$ cat src/rtl/uart_loader_ctrl.sv
// UART boot loader: frames SYNC, LEN16, words, XOR checksum into imem.
// Ports: clk, reset, rx_data/rx_done in; mem_we/addr/wdata, cpu_hold, load_done, error out.
module uart_loader_ctrl #(
  parameter logic [31:0] BASE_ADDR = 32'h0000_0000,
  parameter int unsigned TIMEOUT   = 2000000,
  parameter logic [7:0]  SYNC      = 8'hA5
) (
  input  logic        clk,
  input  logic        reset,
  input  logic [7:0]  rx_data,
  input  logic        rx_done,
  output logic        mem_we,
  output logic [31:0] mem_addr,
  output logic [31:0] mem_wdata,
  output logic        cpu_hold,
  output logic        load_done,
  output logic        error
);

  localparam logic [31:0] TMO_LAST = 32'(TIMEOUT - 1);

  typedef enum logic [2:0] {
    S_IDLE,
    S_LEN_LO,
    S_LEN_HI,
    S_DATA,
    S_CHECK
  } state_t;

  state_t      state_q;
  state_t      state_d;
  logic        rx_done_q;
  logic [7:0]  len_lo;
  logic [15:0] words_left;
  logic [1:0]  index;
  logic [23:0] word_buf;
  logic [7:0]  checksum;
  logic [31:0] tmo_cnt;

  logic acc;
  logic tmo_hit;
  logic start;
  logic word_wr;
  logic sum_ok;
  logic sum_bad;

  assign acc = rx_done & ~rx_done_q;

  // An accepted byte in the same cycle wins over the timeout.
  assign tmo_hit = (state_q != S_IDLE) && !acc
                && (tmo_cnt == TMO_LAST);

  always_ff @(posedge clk or posedge reset) begin
    if (reset) state_q <= S_IDLE;
    else       state_q <= state_d;
  end

  always_comb begin
    state_d = state_q;
    start   = 1'b0;
    word_wr = 1'b0;
    sum_ok  = 1'b0;
    sum_bad = 1'b0;
    if (tmo_hit) begin
      state_d = S_IDLE;
    end else if (acc) begin
      unique case (state_q)
        S_IDLE: begin
          if (rx_data == SYNC) begin
            state_d = S_LEN_LO;
            start   = 1'b1;
          end
        end
        S_LEN_LO: state_d = S_LEN_HI;
        S_LEN_HI: begin
          if ({rx_data, len_lo} == 16'd0)
            state_d = S_CHECK;
          else
            state_d = S_DATA;
        end
        S_DATA: begin
          if (index == 2'd3) begin
            word_wr = 1'b1;
            if (words_left == 16'd1)
              state_d = S_CHECK;
          end
        end
        S_CHECK: begin
          state_d = S_IDLE;
          if (rx_data == checksum) sum_ok  = 1'b1;
          else                     sum_bad = 1'b1;
        end
        default: state_d = S_IDLE;
      endcase
    end
  end

  always_ff @(posedge clk or posedge reset) begin
    if (reset) begin
      rx_done_q  <= 1'b0;
      mem_we     <= 1'b0;
      mem_addr   <= BASE_ADDR;
      mem_wdata  <= 32'd0;
      cpu_hold   <= 1'b0;
      load_done  <= 1'b0;
      error      <= 1'b0;
      len_lo     <= 8'd0;
      words_left <= 16'd0;
      index      <= 2'd0;
      word_buf   <= 24'd0;
      checksum   <= 8'd0;
      tmo_cnt    <= 32'd0;
    end else begin
      rx_done_q <= rx_done;
      mem_we    <= word_wr;
      load_done <= sum_ok;

      // Address advances once the strobed word is out.
      if (mem_we)
        mem_addr <= mem_addr + 32'd4;

      if (state_q == S_IDLE || acc)
        tmo_cnt <= 32'd0;
      else
        tmo_cnt <= tmo_cnt + 32'd1;

      if (start) begin
        cpu_hold <= 1'b1;
        error    <= 1'b0;
        mem_addr <= BASE_ADDR;
        checksum <= 8'd0;
        index    <= 2'd0;
      end

      if (acc && state_q == S_LEN_LO)
        len_lo <= rx_data;

      if (acc && state_q == S_LEN_HI) begin
        words_left <= {rx_data, len_lo};
        index      <= 2'd0;
      end

      if (acc && state_q == S_DATA) begin
        checksum <= checksum ^ rx_data;
        index    <= index + 2'd1;
        unique case (index)
          2'd0: word_buf[7:0]   <= rx_data;
          2'd1: word_buf[15:8]  <= rx_data;
          2'd2: word_buf[23:16] <= rx_data;
          2'd3: begin
            mem_wdata  <= {rx_data, word_buf};
            words_left <= words_left - 16'd1;
          end
          default: ;
        endcase
      end

      if (sum_ok || sum_bad || tmo_hit)
        cpu_hold <= 1'b0;
      if (sum_bad || tmo_hit)
        error <= 1'b1;
    end
  end

endmodule

$ cat config.mk
export PLATFORM = sky130hd
export DESIGN_NAME = uart_loader_ctrl
export DESIGN_NICKNAME = d
export VERILOG_FILES = /design/src/rtl/uart_loader_ctrl.sv
export SDC_FILE = /design/constraint.sdc
export NUM_CORES = 1
export LEC_CHECK = 0
export BUFFER_PORTS_ARGS = -buffer_cell sky130_fd_sc_hd__buf_2
export CORE_ASPECT_RATIO = 1.25
export CORE_MARGIN = 5
export CORE_UTILIZATION = 60
export DETAILED_ROUTE_END_ITERATION = 16
export PLACE_DENSITY = 0.81
export SLEW_MARGIN = 10
export SYNTH_ARGS = -nofsm -noshare
export SYNTH_HDL_FRONTEND = slang
export SYNTH_SLANG_ARGS = --single-unit
$ cat constraint.sdc
create_clock -name clk -period 10.9 [get_ports clk]
set_input_delay 2.18 -clock clk [delete_from_list [all_inputs] [get_ports clk]]
set_output_delay 2.18 -clock clk [all_outputs]
set_load 0.1 [all_outputs]
Word level (Yosys, flattened, before mapping) --
Cells that the tools add are included. W data, S select, Z words.
Word-level totals: output and inout bits 68, register bits 162, logic and storage cells 100, bits of input ports 11
Operators by class: add/subtract/negate cells 4, bitwise logic cells 3, equal/unequal tests 14, reduce and logical (&&, ||, !) cells 25, muxes and demuxes 38
Operators by type and width (number):
- $mux W32 | 3
- $mux W16 | 3
- $add A32 B1 Y32 const B | 1
- $add A32 B3 Y32 const B | 1
- $eq A32 B21 Y1 const B | 1
- $mux W1 | 20
- $mux W3 | 6
- $eq A16 B1 Y1 const B | 1
- $logic_not A16 Y1 | 1
- $mux W8 | 2
- $sub A16 B1 Y16 const B | 1
- $pmux W3 S4 | 1
- $reduce_bool A2 Y1 | 5
- $ne A3 B3 Y1 const B | 3
- $eq A8 B8 Y1 | 1
- $eq A8 B8 Y1 const B | 1
- $reduce_and A2 Y1 | 4
- $xor A8 B8 Y8 | 1
- $eq A3 B2 Y1 const B | 2
- $mux W2 | 3
- $reduce_bool A3 Y1 | 2
- $logic_and A1 B1 Y1 | 5
- $eq A2 B2 Y1 const B | 2
- $logic_or A1 B1 Y1 | 4
- 10 further kinds | 10

Depth between registers and ports, before layout --
Gate-level depths: netlist (run 1).
word-level depth 9, gate-level depth with buffers 8, mapped depth without buffers 6

Least setup slack after synthesis (run 1) --
Ideal clock, no wire load.
path kind input-to-reg, from input rx_data[1], to register error, arrival time 3557 ps, slack 7217 ps, path buffers 2, stages 5, data required time 10774 ps, path through clkbuf_1 nor4_2 nand4_1 clkbuf_1 a221o_1
On the way: word-level cells in the longest chain between the ends 7
Ends and longest elaborated chain:
- start: declaration | RTL line 10 | input logic [7:0] rx_data,
- $eq A8 B8 Y1 | RTL line 90 | if (rx_data == checksum) sum_ok = 1'b1;
- $mux W1 | RTL line 90
- $mux W1 | RTL line 67 | unique case (state_q)
- $mux W1 | RTL line 66 | end else if (acc) begin
- $mux W1 | RTL line 64 | if (tmo_hit) begin
- $logic_or A1 B1 Y1 | RTL line 160 | if (sum_bad || tmo_hit)
- $mux W1 / $reduce_bool A2 Y1 (equally long branches)
- end signal: assignment | RTL line 106 | error <= 1'b0;
- end signal: assignment | RTL line 129 | error <= 1'b0;
- end signal: assignment | RTL line 161 | error <= 1'b1;
- end: declaration | RTL line 17 | output logic error
Parallel ways exist; a longest one is shown, timed or not. A chain may end at the register's enable or synchronous reset.

Final worst setup path (run 1) --
from input rx_done, to register word_buf[10]
On the way: word-level cells in the longest chain between the ends 3
Ends and longest elaborated chain:
- start: declaration | RTL line 11 | input logic rx_done,
- $and A1 B1 Y1 | RTL line 47 | assign acc = rx_done & ~rx_done_q;
- $logic_and A1 B1 Y1 | RTL line 143 | if (acc && state_q == S_DATA) begin
- $reduce_and A2 Y1 (no source line)
- end signal: assignment | RTL line 148 | 2'd1: word_buf[15:8] <= rx_data;
- end: declaration | RTL line 36 | logic [23:0] word_buf;
Every way passes these cells.

==> results of run 1 <==
-- flip-flops by register name (all words and copies together) (netlist names), 3 cells and up --
name / count
checksum: 8
state_q: 3
word_buf: 24
words_left: 16
len_lo: 8
mem_wdata: 32
tmo_cnt: 32
mem_addr: 30
-- cells in the mapped netlist (12+ instances only) --
master,count
a21oi_1,36
and3_1,12
and4_1,13
clkbuf_1,28
dfrtp_1,160
inv_1,19
mux2_2,40
mux2i_1,19
nand2_1,148
nand3_1,31
nand4_1,27
nor2_1,42
nor3_1,16
nor4_1,18
o21ai_0,12
o31ai_1,16
or4_1,16
xnor2_1,15
xor2_1,19
-- critical path, delay by kind of cell --
| kind | cells | cell delay, ps |
|---|---|---|
| multiplexers | 1 | 380 |
| buffers and inverters | 1 | 120 |
| AND/OR/NAND/NOR | 3 | 1500 |
-- kinds of logic after synthesis --
family,share of synthesized area [%]
adder cells (fa/ha/maj),1.27
other,0.0475
buffers and inverters,3.58
AO/OA/AOI/OAI,8.37
flip-flops,50.7
AND/OR/NAND/NOR,24.1
XOR/XNOR,3.77
multiplexers,8.12
-- per-layer routing --
layer	wire [um]	track usage, %	share of wire (%)
met4	406	7.97	2.2
met5	0	0	0
met2	9300	39.8	51
met1	7550	30.5	41
met3	994	5.11	5.4
-- layout by cell type (no fill, tap or decap), types with 5 or more instances in the layout --
cell       Yosys  final
nor2_1        42     42
dfrtp_1      160    160
nand4_1       27     27
ha_1           8      8
a211oi_1       5      5
buf_2          9     76
or3_1          8      8
o31ai_1       16     16
mux2i_1       19     19
a21oi_1       36     36
nand3_1       31     31
and4_1        13     13
xnor2_1       15     15
o22ai_1        5      5
nor4_1        18     18
inv_1         19     18
or4_1         16     16
nor3_1        16     16
clkbuf_16      0     17
nand2b_1       8      8
inv_6          0      7
nand2_1      148    148
mux2_2        40     40
xor2_1        19     19
and3_1        12     12
o21ai_0       12     12
-- final timing paths --
check / endpoint / slack [ps] / from / cells after the start
max: word_buf[10] / 7020 / rx_done / 5
min: mem_wdata[15] / 470 / word_buf[15] / 2
max reg2reg: mem_wdata[3] / 8400 / index[0] / 8
min reg2reg: mem_wdata[15] / 470 / word_buf[15] / 2
max in group asynchronous: words_left[0] / 7490 / reset / 3
min in group asynchronous: mem_wdata[7] / 1860 / reset / 2
-- power groups by stage --
stage | clock (mW) | combinational, mW | sequential [mW]
CTS | 0.553 | 1.21 | 0.930
finish | 0.548 | 1.21 | 0.935
global route | 0.582 | 1.27 | 0.960
global placement | 0 | 1.18 | 0.924
floorplan | 0 | 0.341 | 1.58
detailed placement | 0 | 1.21 | 0.937
-- layout make-up --
cell class	count	area share [%]
Tap cell	168	2.37
Clock buffer	20	4.93
Multi-Input combinational cell	571	40.8
Sequential cell	160	45.2
Clock inverter	12	1.14
Antenna cell	1	0.0283
Timing Repair Buffer	80	4.64
Inverter	19	0.862
-- metrics by stage --
| stage | power [mW] | std cells |
|---|---|---|
| 6_report | 2.69 | 1031 |
| 5_1_grt | 2.81 | 1031 |
| 4_1_cts | 2.70 | 1030 |
| 3_5_place_dp | 2.15 | 998 |
| 3_3_place_gp | 2.10 | 998 |
| 2_1_floorplan | 1.92 | 795 |
==> out/metrics.csv, run 1 <==
metric;value;unit
Num CTS Buffers;17;
vias in the first global route;6332;
clock sinks;160;
Post-synth top flop;dfrtp_1;
critical path startpoint category;input port;
CTS tree;built;
Max FO, Critical Path;13;
Slew @ Worst Pin;1090;ps
Worst-Skew Late Latency;420;ps
critical path type;input port to flop;
register area share after synthesis;50.7;%
Logic pwr share;44.9;%
core area;12800;um^2
number of max-cap violations;0;
synth top area cells;dfrtp_1 (51%), nand2_1 (7.0%), mux2_2 (5.7%);
GP Congestion;0.897;
# H-tree levels;4;
worst-path cell chain;buf_2, or3b_2, nor3_2, nand2_1, mux2_2;
pre-CTS setup slack;6620;ps
crit end category;flop;
layout cells sized above 1;20.0;%
yosys warns;0;
register area;4000;um^2
port buffer count;76;
CTS resizes;0;
synthesized flop and latch total;160;
Nets;868;
VDD IR-drop max;244;uV
asr flop ratio synth;100;%
crit path DAT;4180;ps
Die Area;15600;um^2
Die H;138;um
multi-input logic area;3610;um^2
grt ovf;0;
delay of the slowest critical-path stage;610;ps
post-synth top area cell;dfrtp_1;
Post-Syn Area;7890;um^2
Hold WC Path Type;flop to flop;
wire per inst;17.7;um
final hold vios;0;
headroom to the max-slew limit;27.6;%
sequential fraction of design power;34.7;%
initial antenna violation count;1;
global-route usage over all layers;23.7;%
Setup Viol. Count Final;0;
cell-internal power;1.31;mW
Routed WL;18300;um
Detailed Routing Iterations Pass 1;6;
clk slew on worst S/H paths;70;ps
utilization after layout;69.3;%
Initial Util;61.8;%
area delta synth->final;12.1;%
final setup TNS;0;ps
Vias/cell;6.15;
Psw;1.38;mW
Post-synth EDFFs;0;
RSZ-0062 raised after global routing;false;
Clk pwr share;20.4;%
FP Rows;46;
Final Hold Slack;471;ps
Post-DRT Antenna Nets;0;
post-route cell area;8850;um^2
share of Yosys cell area claimed by the top area cell type;50.7;%
setup ws final;7020;ps
clk root buf;clkbuf_16;
Setup Fix Bufs, Post-CTS;0;
first-pass GRT wire length;30800;um
Tmin final;3880;ps
slowest CP cell;nor3_2;
Syn Area/Cell;9.94;um^2
Final HPWL DP;12200;um
Worst EP required;11200;ps
Chip Width;113;um
library cells used by synthesis;63;
largest net degree at the start of global routing;86;
Bufs on Longest Clock Path;2;
number of I/O pins;79;
vias;6336;
switching share of power;51.3;%
Post-Syn Instances;794;
Area after DPL;8310;um^2
Max Slew Vio Count;0;
Setup Skew;14.5;ps
initial drt markers;444;
fill cell count;953;
fmax;258;MHz
# DRC;0;
Power Dens Cells;304;nW/um^2
Tcrit/Tclk final;35.6;%
Post-CTS Hold Buffers;0;
Leak;3.99;nW
status;finished clean;
No activity file was read; power rests on OpenSTA's default activity.
==> inputs of run 2 (changes only) <==
CORE_UTILIZATION = 54   (was 60)
PLACE_DENSITY = 0.77   (was 0.81)
clock period = 3.4 ns   (was 10.9 ns; I/O delays follow)
==> out/metrics.csv, run 2 (same netlist as run 1, synthesis figures left out) <==
metric;value;unit
status;finished clean;
Setup Fix Bufs, Post-CTS;0;
Final HPWL DP;11500;um
n_diodes;0;
Power Dens Cells;975;nW/um^2
worst-path cell chain;and4_1, nand4_1, or4_1, a21oi_1;
vias in the first global route;6195;
Die Area;17200;um^2
Routed WL;17800;um
grt ovf;0;
Slew @ Worst Pin;905;ps
top flop regs;mem_wdata x32, tmo_cnt x32, mem_addr x30;
fill cell count;1186;
Tcrit/Tclk final;69.2;%
most common cell after layout, fill and taps aside;dfrtp_1;
# DRC;0;
initial antenna violation count;0;
setup ws final;1050;ps
CTS resizes;0;
initial drt markers;480;
CTS tree;built;
FP Rows;49;
# H-tree levels;4;
Post-CTS Hold Buffers;0;
register area;4000;um^2
Worst EP required;3750;ps
Leak;4.06;nW
clk slew on worst S/H paths;70;ps
Max Slew Vio Count;0;
number of I/O pins;79;
Tmin final;2350;ps
global-route usage over all layers;21.5;%
vias;6180;
delay of the slowest critical-path stage;720;ps
sequential fraction of design power;34.3;%
slowest CP cell;or4_1;
wire per inst;17.0;um
Vias/cell;5.92;
utilization after layout;62.5;%
port buffer count;76;
multi-input logic area;3610;um^2
Worst-Skew Late Latency;430;ps
critical path startpoint category;flop;
pre-CTS setup slack;939;ps
number of max-cap violations;0;
crit end category;flop;
cell-internal power;4.29;mW
Detailed Routing Iterations Pass 1;7;
Clk pwr share;21.8;%
area delta synth->final;13.6;%
core area;14300;um^2
Setup Viol. Count Final;0;
GP Congestion;0.818;
Num CTS Buffers;17;
RSZ-0062 raised after global routing;false;
switching share of power;50.9;%
Hold WC Path Type;input port to asynchronous set/reset pin;
commonest non-fill, non-tap cells in the layout;dfrtp_1 (160), nand2_1 (148), buf_2 (76);
VDD IR-drop max;795;uV
largest net degree at the start of global routing;96;
Bufs on Longest Clock Path;2;
Post-DRT Antenna Nets;0;
Chip Width;118;um
Setup Skew;10.9;ps
Logic pwr share;43.9;%
Max FO, Critical Path;21;
Die H;145;um
Psw;4.45;mW
fmax;425;MHz
Nets;873;
first-pass GRT wire length;30900;um
final hold vios;0;
crit path DAT;2700;ps
clk root buf;clkbuf_16;
Worst path top cell family by delay;simple AND/OR/NAND/NOR gates;
WP buf/inv;0;
Initial Util;55.0;%
layout cells sized above 1;20.7;%
final setup TNS;0;ps
critical path type;flop to flop;
headroom to the max-slew limit;39.1;%
clock sinks;160;
run 2: changes by cell type in the layout (fill, tap and decap cells not counted), moves of 2 or more:
| cell | previous run | this run |
|---|---|---|
| clkinvlp_4 | 3 | 1 |
| inv_8 | 0 | 3 |
| buf_12 | 0 | 2 |
| clkbuf_1 | 3 | 0 |
| clkinv_4 | 3 | 1 |
| buf_4 | 4 | 7 |
run 2: area by class of cell:
class	count	share of cell area [%]
Sequential cell	160	44.6
Tap cell	178	2.48
Clock buffer	17	4.74
Timing Repair Buffer	85	5.27
Clock inverter	14	1.77
Multi-Input combinational cell	571	40.3
Inverter	19	0.837
run 2: per-stage QoR:
step,cell area [um^2],total power [mW],std cells,hold slack (ps)
floorplan,7900,6.16,795,433
global placement,8390,6.79,1013,450
detailed placement,8390,6.86,1013,456
CTS,8970,8.79,1044,373
global route,8970,9.16,1044,396
finish,8970,8.74,1044,361
run 2: layer usage:
layer	global-route usage, %	vias to the layer above	share of wire, %
met5	0	-	0
met4	7.57	0	2.3
met3	5.14	37	4.8
met2	35.2	167	49
met1	28.0	3021	43
li1	-	2955	-
run 2: path summary, 6_finish.rpt:
kind | endpoint | from | depth (start not counted) | slack [ps]
worst min-delay path | mem_addr[8] | reset | 3 | 360
worst max-delay path | tmo_cnt[29] | tmo_cnt[7] | 4 | 1050
min in group clk | rx_done_q | rx_done | 1 | 420
worst min register to register | mem_wdata[15] | word_buf[15] | 2 | 470
max in group asynchronous | words_left[9] | reset | 3 | 2600
worst max register to register | tmo_cnt[29] | tmo_cnt[7] | 4 | 1050
run 2: power groups by stage:
stage,registers [mW],clock network (mW),logic (mW)
floorplan,5.07,0,1.09
global placement,3.00,0,3.79
detailed placement,3.01,0,3.85
CTS,2.99,1.93,3.87
global route,3.08,2.01,4.07
finish,3.00,1.91,3.84
run 2: worst register-to-register path, delay by kind of cell, from the launching register on:
family          cells  cell delay [ps]
compound gates      1              180
simple gates        3             1630
flops               1              450
